**src/rtl/fir_sample_feeder.sv**
```systemverilog
// rtl/fir_sample_feeder.sv - FIFO-buffered pacing and result-capture stage for the serial FIR filter
module fir_sample_feeder #(
  parameter int WIDTH      = 18,
  parameter int TAPS       = 64,
  parameter int FIFO_DEPTH = 8
) (
  input  logic                          clk,
  input  logic                          rst_n,
  input  logic [WIDTH-1:0]              s_data,
  input  logic                          s_valid,
  output logic                          s_ready,
  output logic [WIDTH-1:0]              fir_sig,
  output logic                          fir_ready,
  input  logic [WIDTH-1:0]              fir_result,
  output logic [WIDTH-1:0]              m_data,
  output logic                          m_valid,
  input  logic                          m_ready,
  output logic [$clog2(FIFO_DEPTH):0]   fifo_level,
  output logic                          busy
);

  localparam int AW = $clog2(FIFO_DEPTH);
  localparam int LW = AW + 1;
  localparam int PW = $clog2(TAPS);

  typedef enum logic {IDLE, SWEEP} state_t;

  state_t           state_q;
  state_t           state_d;
  logic [PW-1:0]    ph_q;
  logic [PW-1:0]    ph_d;
  logic             load;
  logic             load_q;
  logic             priming_q;

  logic [WIDTH-1:0] mem [FIFO_DEPTH];
  logic [AW-1:0]    wr_ptr;
  logic [AW-1:0]    rd_ptr;
  logic             push;

  assign s_ready = (fifo_level != LW'(FIFO_DEPTH));
  assign push    = s_valid && s_ready;
  assign fir_sig = mem[rd_ptr];
  assign busy    = (state_q == SWEEP);

  // Input FIFO: registered storage, no fall-through; a load is the only pop.
  always_ff @(posedge clk or negedge rst_n) begin
    if (!rst_n) begin
      for (int i = 0; i < FIFO_DEPTH; i++) mem[i] <= '0;
      wr_ptr     <= '0;
      rd_ptr     <= '0;
      fifo_level <= '0;
    end else begin
      if (push) begin
        mem[wr_ptr] <= s_data;
        wr_ptr      <= wr_ptr + AW'(1);
      end
      if (load) rd_ptr <= rd_ptr + AW'(1);
      case ({push, load})
        2'b10:   fifo_level <= fifo_level + LW'(1);
        2'b01:   fifo_level <= fifo_level - LW'(1);
        default: fifo_level <= fifo_level;
      endcase
    end
  end

  // Sweep state and phase register; ph tracks the filter's tap index.
  always_ff @(posedge clk or negedge rst_n) begin
    if (!rst_n) begin
      state_q <= IDLE;
      ph_q    <= PW'(TAPS - 1);
    end else begin
      state_q <= state_d;
      ph_q    <= ph_d;
    end
  end

  // Load decision and sweep sequencing; a load only starts when the output slot will be free.
  always_comb begin
    state_d   = state_q;
    ph_d      = ph_q;
    load      = 1'b0;
    fir_ready = 1'b0;
    case (state_q)
      IDLE: begin
        if ((fifo_level != '0) && (!m_valid || m_ready)) begin
          load      = 1'b1;
          fir_ready = 1'b1;
          ph_d      = '0;
          state_d   = SWEEP;
        end
      end
      SWEEP: begin
        fir_ready = 1'b1;
        if (ph_q == PW'(TAPS - 2)) begin
          ph_d    = PW'(TAPS - 1);
          state_d = IDLE;
        end else begin
          ph_d = ph_q + PW'(1);
        end
      end
      default: state_d = IDLE;
    endcase
  end

  // Output capture one cycle after each load; the first load after reset only primes the filter.
  always_ff @(posedge clk or negedge rst_n) begin
    if (!rst_n) begin
      load_q    <= 1'b0;
      priming_q <= 1'b1;
      m_data    <= '0;
      m_valid   <= 1'b0;
    end else begin
      load_q <= load;
      if (load_q) priming_q <= 1'b0;
      if (load_q && !priming_q) begin
        m_data  <= fir_result;
        m_valid <= 1'b1;
      end else if (m_ready) begin
        m_valid <= 1'b0;
      end
    end
  end

endmodule

```
**config.mk**
```make
export PLATFORM = sky130hd
export DESIGN_NAME = fir_sample_feeder
export DESIGN_NICKNAME = d
export VERILOG_FILES = /design/src/rtl/fir_sample_feeder.sv
export SDC_FILE = /design/constraint.sdc
export NUM_CORES = 1
export LEC_CHECK = 0
export BUFFER_PORTS_ARGS = -buffer_cell sky130_fd_sc_hd__buf_2
export CAP_MARGIN = 20
export CORE_AREA = 4 4 148 150
export CTS_BUF_LIST = sky130_fd_sc_hd__clkbuf_4
export CTS_CLUSTER_DIAMETER = 150
export DETAILED_ROUTE_END_ITERATION = 10
export DIE_AREA = 0 0 152 154
export PLACE_DENSITY = 0.55
export SLEW_MARGIN = 15
export SYNTH_ARGS = -nofsm -noshare
export SYNTH_HDL_FRONTEND = slang
export SYNTH_SLANG_ARGS = --single-unit
```
**constraint.sdc**
```tcl
create_clock -name clk -period 2.8 [get_ports clk]
set_input_delay 0.14 -clock clk [delete_from_list [all_inputs] [get_ports clk]]
set_output_delay 0.14 -clock clk [all_outputs]
set_load 0.02 [all_outputs]
```
# After elaboration in Yosys (flattened, before gate mapping)
# Cells that the tools add are included.
# Widths: inputs -> output; s select.
dict set report op_classes {
  order_cmp 3
  n_addsub 5
  n_reduce_logical 10
  eq_ne 5
  mux 17
  n_bitwise 3
}
# op count
set ops {}
lappend ops {{$bwmux 144} 1}
lappend ops {{$bmux 18 s3} 1}
lappend ops {{$demux 18 s3} 1}
lappend ops {{$mux 18} 3}
lappend ops {{$mux 6} 2}
lappend ops {{$pmux 6 s2} 1}
lappend ops {{$ge 4x4->1 const B} 2}
lappend ops {{$not 3->4} 2}
lappend ops {{$pmux 4 s2} 1}
lappend ops {{$add 3x1->3 const B} 2}
lappend ops {{$add 6x1->6 const B} 1}
lappend ops {{$eq 6x6->1 const B} 1}
lappend ops {{$mux 1} 5}
lappend ops {{$add 4x1->4 const B} 1}
lappend ops {{$logic_and 1x1->1} 4}
lappend ops {{$lt 4x1->1 const B} 1}
lappend ops {{$ne 4x4->1 const B} 1}
lappend ops {{$pmux 1 s2} 2}
lappend ops {{$reduce_bool 2->1} 2}
lappend ops {{$reduce_bool 4->1} 1}
lappend ops {{$sub 4x1->4 const B} 1}
lappend ops {{$eq 2x1->1 const B} 1}
lappend ops {{$eq 2x2->1 const B} 1}
lappend ops {{$logic_not 1->1} 2}
lappend ops {{3 further kinds} 3}
dict set report word_totals {
  wordCells 60
  regBits 182
  in_bits 40
}

# Longest topological paths before layout
# Gate-level depths: netlist of run 1.
dict set report logic_depth {
  ltp_word 7
  mapped_depth 11
  depth_no_buf 10
}

# Least setup slack after synthesis of run 1
# No wires, ideal clock.
dict set report synth_timing {
  path_type {register to register}
  from {register fifo_level[3]}
  to {register fifo_level[2]}
  path_slack_ps 106
  t_arrival_ps 2557
  setup_time_ps 137
  path_stages_with_launch 11
  n_path_buf 1
  path_cell_list {dfrtp_1 buf_2 o41ai_2 nor2_1 ha_1 xor2_1 ha_1 a21oi_1 xor2_1 nor2_1 xor2_1}
}
dict set report synth_via {
  elab_chain_len 6
}
# item line_no
set synth_lines {}
lappend synth_lines {{start: declaration} 18} ;# output logic [$clog2(FIFO_DEPTH):0] fifo_level,
lappend synth_lines {{start signal: assignment} 60} ;# 2'b10: fifo_level <= fifo_level + LW'(1);
lappend synth_lines {{start signal: assignment} 61} ;# 2'b01: fifo_level <= fifo_level - LW'(1);
lappend synth_lines {{start signal: assignment} 62} ;# default: fifo_level <= fifo_level;
lappend synth_lines {{$reduce_bool 4->1 (*)} 86} ;# if ((fifo_level != '0) && (!m_valid || m_ready)) begin
lappend synth_lines {{$logic_and 1x1->1 (*)} 86}
lappend synth_lines {{$mux 1 (*)} 86}
lappend synth_lines {{$mux 1 (*)} 84} ;# case (state_q)
lappend synth_lines {{net load} 32} ;# logic load;
lappend synth_lines {{$eq 2x1->1 / $eq 2x2->1 (equally long branches)} 59} ;# case ({push, load})
lappend synth_lines {{$pmux 4 s2 / $reduce_bool 2->1 (equally long branches)} --}
# Mark *: on every way through the listed nets, which the timed path passes. The rest lies on a longest branch.
# A chain may end at the register's enable or synchronous reset.

# Worst setup path in the final report of run 1
dict set report layout_timing {
  from {register rd_ptr[0]}
  to {output port fir_sig[6]}
}
dict set report layout_via {
  elab_chain_len 4
}
# item line_no
set layout_lines {}
lappend layout_lines {{start: declaration} 38} ;# logic [AW-1:0] rd_ptr;
lappend layout_lines {{start signal: assignment} 58} ;# if (load) rd_ptr <= rd_ptr + AW'(1);
lappend layout_lines {{$not 3->4 (implied by the code)} 43} ;# assign fir_sig = mem[rd_ptr];
lappend layout_lines {{$bmux 18 s3} 43}
lappend layout_lines {{$mux 18 (implied by the code) (2 in a row)} 43}
lappend layout_lines {{end: declaration} 12} ;# output logic [WIDTH-1:0] fir_sig,
# Every way passes these cells. The select of a mux whose other input is x is not followed.

==> results of run 1 <==
## cells by family after synthesis
| family | Yosys count | synth area share |
|---|---|---|
| AO/OA/AOI/OAI | 17 | 0.0165 |
| buffers and inverters | 30 | 0.0181 |
| AND/OR/NAND/NOR | 42 | 0.0302 |
| adder cells (fa/ha/maj) | 7 | 0.0107 |
| flip-flops | 182 | 0.559 |
| multiplexers | 220 | 0.353 |
| XOR/XNOR | 12 | 0.0129 |
## worst max-delay path, delay by kind of cell (launching register included)
kind,cells,cell delay (ps)
multiplexers,2,820
flip-flops,1,600
buffers and inverters,2,440
## cell type report
| class | instances | area share |
|---|---|---|
| clock inverters | 14 | 0.0205 |
| flip-flops and latches | 182 | 0.473 |
| clock buffers | 18 | 0.0140 |
| inverters | 5 | 0.00194 |
| well taps | 275 | 0.0356 |
| diodes | 2 | 0.000518 |
| multi-input cells | 298 | 0.358 |
| repair buffers | 135 | 0.0965 |
## power breakdown
group	switching, mW	total, mW	internal, mW
sequential	0.794	4.75	3.95
combinational	2.16	4.89	2.72
clock	0.902	1.63	0.728
## stage by stage
stage	instances	setup slack, ps	power [mW]
6_report	929	238	11.3
5_1_grt	929	70.1	12.0
4_1_cts	927	47.6	11.5
3_5_place_dp	857	438	9.77
3_3_place_gp	857	464	9.54
2_1_floorplan	510	106	8.31
## sequential cells by signal (all words and copies together) (netlist names), 3 cells and up
signal and cells:
fifo_level 4, mem 144, wr_ptr 3, rd_ptr 3, m_data 18, ph_q 6
## layer usage
| layer | GRT usage | wire [µm] |
|---|---|---|
| met1 | 0.192 | 7590 |
| met2 | 0.276 | 9040 |
| met3 | 0.0357 | 443 |
| met4 | 0.0454 | 196 |
| met5 | 0 | 0 |
## final timing paths
path                                     from            end  slack, ps  cells past startpoint
min in group asynchronous               rst_n        mem[57]        130                      2
worst max register to register  fifo_level[3]  fifo_level[2]        440                      9
worst min-delay path                  s_valid      wr_ptr[0]         80                      4
max in group asynchronous               rst_n        ph_q[0]       1680                      3
worst min register to register         load_q      priming_q        390                      1
worst max-delay path                rd_ptr[0]     fir_sig[6]        240                      4
## cell usage in the layout, fill, tap and decap left out, types with 4 or more instances in the layout
| master | instances |
|---|---|
| ha_1 | 7 |
| nor2b_1 | 7 |
| bufinv_16 | 4 |
| buf_2 | 82 |
| mux2_2 | 183 |
| nand3_2 | 4 |
| nor2_1 | 5 |
| buf_4 | 12 |
| dlygate4sd3_1 | 38 |
| mux4_2 | 36 |
| xor2_1 | 8 |
| nand2_1 | 14 |
| dfstp_2 | 7 |
| xnor2_1 | 4 |
| a21oi_1 | 7 |
| inv_1 | 5 |
| dfrtp_1 | 174 |
| clkbuf_4 | 18 |
## what timing repair did
action | CTS | global route
endpoints found under the setup margin | 0 | 4
hold buffers | 38 | 0
endpoints found under the hold margin | 237 | 0
resized for setup | 0 | 1
==> results.yml, run 1 <==
die:
  core_area_um2: 20700
  rows: 53
  die-area_um2: 23400
  die_h_um: 154
  initial_core_util: 0.395
  io_pins: 84
  dieWidth_um: 152
yosys:
  synth-edff-count: 0
  post_synth.cell_area_avg_um2: 16.0
  synthFlopType: "dfrtp_1"
  yosysMostFrequentCell: "mux2_2"
  synth_seq_area_share: 0.559
  synth_common_cells: "mux2_2, dfrtp_1, mux4_2"
  yosysUniqueCellTypes: 34
  synth_nets: 557
  ys_async_sr_fraction: 1.00
  ys_ff_latch: 182
  synth_top_cell_by_area: "dfrtp_1"
  synthesis.area_um2: 8170
  synth.top_cell.area_share: 0.536
  synthCells: 510
  synth_warnings: 0
  synth.area.top_cells: "dfrtp_1, mux2_2, mux4_2, dfstp_2, ha_1"
final_layout:
  fillers: 1865
  fin_nets: 686
  final_area_um2: 9660
  drive_gt1_frac: 0.564
  area_delta_synth_final_pct: 18.2
  fin_util: 0.467
  seqCellArea_um2: 4570
  multi_input_area_um2: 3460
clock_network:
  clock_sinks: 182
  numCtsBuffers: 17
  cts_tree: "yes"
  clk_latency_ps: 580
  cts_buffer_depth: 2
  cts_setup_buffers: 0
  clk_pin_slew_ps: 140
  root_buffer: "clkbuf_4"
  htree_levels: 4
timing:
  fin_crit_ps: 2560
  finalHoldViolCount: 0
  max_freq_mhz: 390
  holdWs_ps: 79.2
  setup_viol: 0
  worst_clock_skew_ps: 17.7
  rsz0062_at_grt: "no"
  worstMarginPinSlew_ps: 710
  tns_ps: 0
  slew_violations: 0
  period_share: 0.915
  worst_slew_margin_rel: 0.526
placed_design:
  placed_area_um2: 8930
  place_congestion: 0.696
  post-dp-hpwl_um: 10900
  port-buffer-count: 83
routing:
  drc: 0
  dr_total_vias: 4718
  wl_um: 17300
  drt-initial-drc-count: 221
  drt_first_pass_iters: 4
  final_antenna_net_count: 0
  wire_per_inst_um: 18.6
  vias_per_cell: 5.08
setup_path:
  crit_slowest_cell: "dfrtp_4"
  critPathCaptureType: "primary output"
  worstPathRequired_ps: 2660
  worstPathArrival_ps: 2420
  critical_path_class: "flip-flop to primary output"
  cp_cell_sequence: "buf_4, mux4_2, mux2_2, buf_2"
  critPathMaxFanout: 10
  crit_path_start_kind: "flip-flop"
  cpPeakStageDelay_ps: 600
global_route:
  grt_pass1_vias: 5332
  grt_usage: 0.156
  grt_start_max_net_pins: 76
  antenna_found_initial: 2
  grt-ovfl-total: 0
  grt_pass1_wl_um: 28600
power_and_ir_drop:
  p_per_area_nw_per_um2: 1170
  vdd_drop_max_mv: 0.428
  p_leak_nw: 4.20
outcome:
  status: "finished clean"
run:
  maxCapViolCount: 0
min_path:
  hold_path.class: "input port to flip-flop"
No activity file was read; power rests on OpenSTA's default activity.
==> run 2: changes to the inputs <==
==> constraint.sdc (replaced) <==
create_clock -name clk -period 2.8 [get_ports clk]
set_input_delay 0.56 -clock clk [delete_from_list [all_inputs] [get_ports clk]]
set_output_delay 0.56 -clock clk [all_outputs]
set_load 0.02 [all_outputs]
==> results.yml, run 2 (same netlist as run 1, synthesis figures left out) <==
placed_design:
  post-dp-hpwl_um: 10700
  placed_area_um2: 9000
  port-buffer-count: 83
  dp.cells: 863
  place_congestion: 0.744
global_route:
  grt_pass1_vias: 5006
  antenna_found_initial: 2
  grt_pass1_wl_um: 27800
  grt_start_max_net_pins: 68
  grt-ovfl-total: 0
  grt_usage: 0.151
routing:
  wl_um: 17200
  drt-initial-drc-count: 183
  drt_first_pass_iters: 4
  final_antenna_net_count: 0
  dr_total_vias: 4605
  drc: 0
  vias_per_cell: 5.09
  wire_per_inst_um: 19.0
final_layout:
  fin_nets: 663
  fin_util: 0.458
  largest_reg_flops: 144
  drive_gt1_frac: 0.607
  fillers: 1902
  layout_commonest_cell: "mux2_2"
  top_register: "mem"
  top_regs: "mem (144), m_data (18), ph_q (6)"
  seqCellArea_um2: 4570
  final_cell_mix: "mux2_2, dfrtp_1, buf_2"
  layoutNonFillerInstCount: 905
  area_delta_synth_final_pct: 16.1
  final_area_um2: 9480
  multi_input_area_um2: 3480
die:
  core_area_um2: 20700
  die-area_um2: 23400
  dieWidth_um: 152
  die_h_um: 154
  io_pins: 84
  initial_core_util: 0.395
  rows: 53
setup_path:
  worstPathArrival_ps: 2240
  crit_path_start_kind: "flip-flop"
  r2r_cells: 9
  critical_path_class: "flip-flop to primary output"
  r2r_start: "fifo_level[2]"
  critPathCaptureType: "primary output"
  worstPathRequired_ps: 2240
  critPathMaxFanout: 5
  r2r_end: "fifo_level[2]"
  rrSetupSlack_ps: 280
run:
  maxCapViolCount: 0
timing:
  slew_violations: 0
  worst_clock_skew_ps: 17.7
  setup_viol: 0
  worstMarginPinSlew_ps: 660
  max_freq_mhz: 358
  worst_slew_margin_rel: 0.558
  finalHoldViolCount: 0
  rsz0062_at_grt: "yes"
  holdWs_ps: 208
  period_share: 0.999
  fin_crit_ps: 2800
min_path:
  whs_path_depth: 2
  hp-start: "fir_result[6]"
  hold_path.class: "input port to flip-flop"
  hold_path_end: "m_data[6]"
clock_network:
  htree_levels: 4
  clk_pin_slew_ps: 160
  cts_buffer_depth: 2
  clock_sinks: 182
  root_buffer: "clkbuf_4"
  cts_tree: "yes"
  clk_latency_ps: 570
  numCtsBuffers: 17
power_and_ir_drop:
  power_mw: 11.5
  vdd_drop_max_mv: 0.443
  p_per_area_nw_per_um2: 1220
  p_leak_nw: 4.15
outcome:
  status: "finished clean"
run 2: cell count changes in the layout (fill, tap and decap cells not counted), moves of 3 or more:
cell	previous run	this run
buf_2	82	75
buf_4	12	24
buf_6	1	5
clkbuf_16	0	3
dlygate4sd3_1	38	1
mux2_2	183	179
mux2_4	0	4
run 2: how the worst max path moves through the flow:
stage / from / cells after the start / to / slack [ps]
6_report: rd_ptr[0] / 5 / fir_sig[6] / 3
4_1_cts: rd_ptr[0] / 4 / fir_sig[6] / -50
5_1_grt: rd_ptr[0] / 5 / fir_sig[11] / -100
3_3_place_gp: fifo_level[2] / 9 / fifo_level[2] / 190
2_1_floorplan: fifo_level[3] / 10 / fifo_level[2] / 110
3_5_place_dp: fifo_level[2] / 9 / fifo_level[2] / 60
run 2: cell type report:
cell class                 count  area share
clock inverter                15      0.0175
sequential                   182       0.481
inverter                       5     0.00198
timing repair buffer         112      0.0819
antenna                        1    0.000264
tap                          275      0.0363
multi-input combinational    298       0.367
clock buffer                  17      0.0135
run 2: metal layers:
metal,global-route usage,routed length [µm],vias up
met5,0,8,-
met4,0.0449,284,2
met3,0.0374,538,23
met2,0.248,8560,74
met1,0.200,7780,2423
li1,-,-,2083
run 2: critical path: stages (launching register included):
cell and delay [ps]:
dfrtp_2 430, buf_4 160, buf_12 130, mux4_2 510, mux2_2 280, buf_2 160
run 2: timing repair:
| item | 4_1_cts | 5_1_grt |
|---|---|---|
| hold buffers | 1 | 0 |
| pin swaps | 0 | 0 |
| endpoints found under the setup margin | 16 | 20 |
| hold endpoints to repair | 56 | 0 |
| gates resized for setup | 11 | 6 |
| gates cloned | 0 | 3 |
| buffers inserted | 1 | 4 |
run 2: through the flow:
stage / setup TNS, ps / worst slack [ps]
final: 0 / 2.97
after global routing: -1520 / -104
after CTS: -478 / -51.1
after detailed placement: 0 / 57.9
after global placement: 0 / 194
after floorplan: 0 / 106
run 2: power by group:
group | internal [mW] | switching (mW) | leakage (nW)
registers | 3.95 | 0.712 | 2.18
clock network | 0.549 | 0.957 | 0.146
logic | 3.04 | 2.32 | 1.82
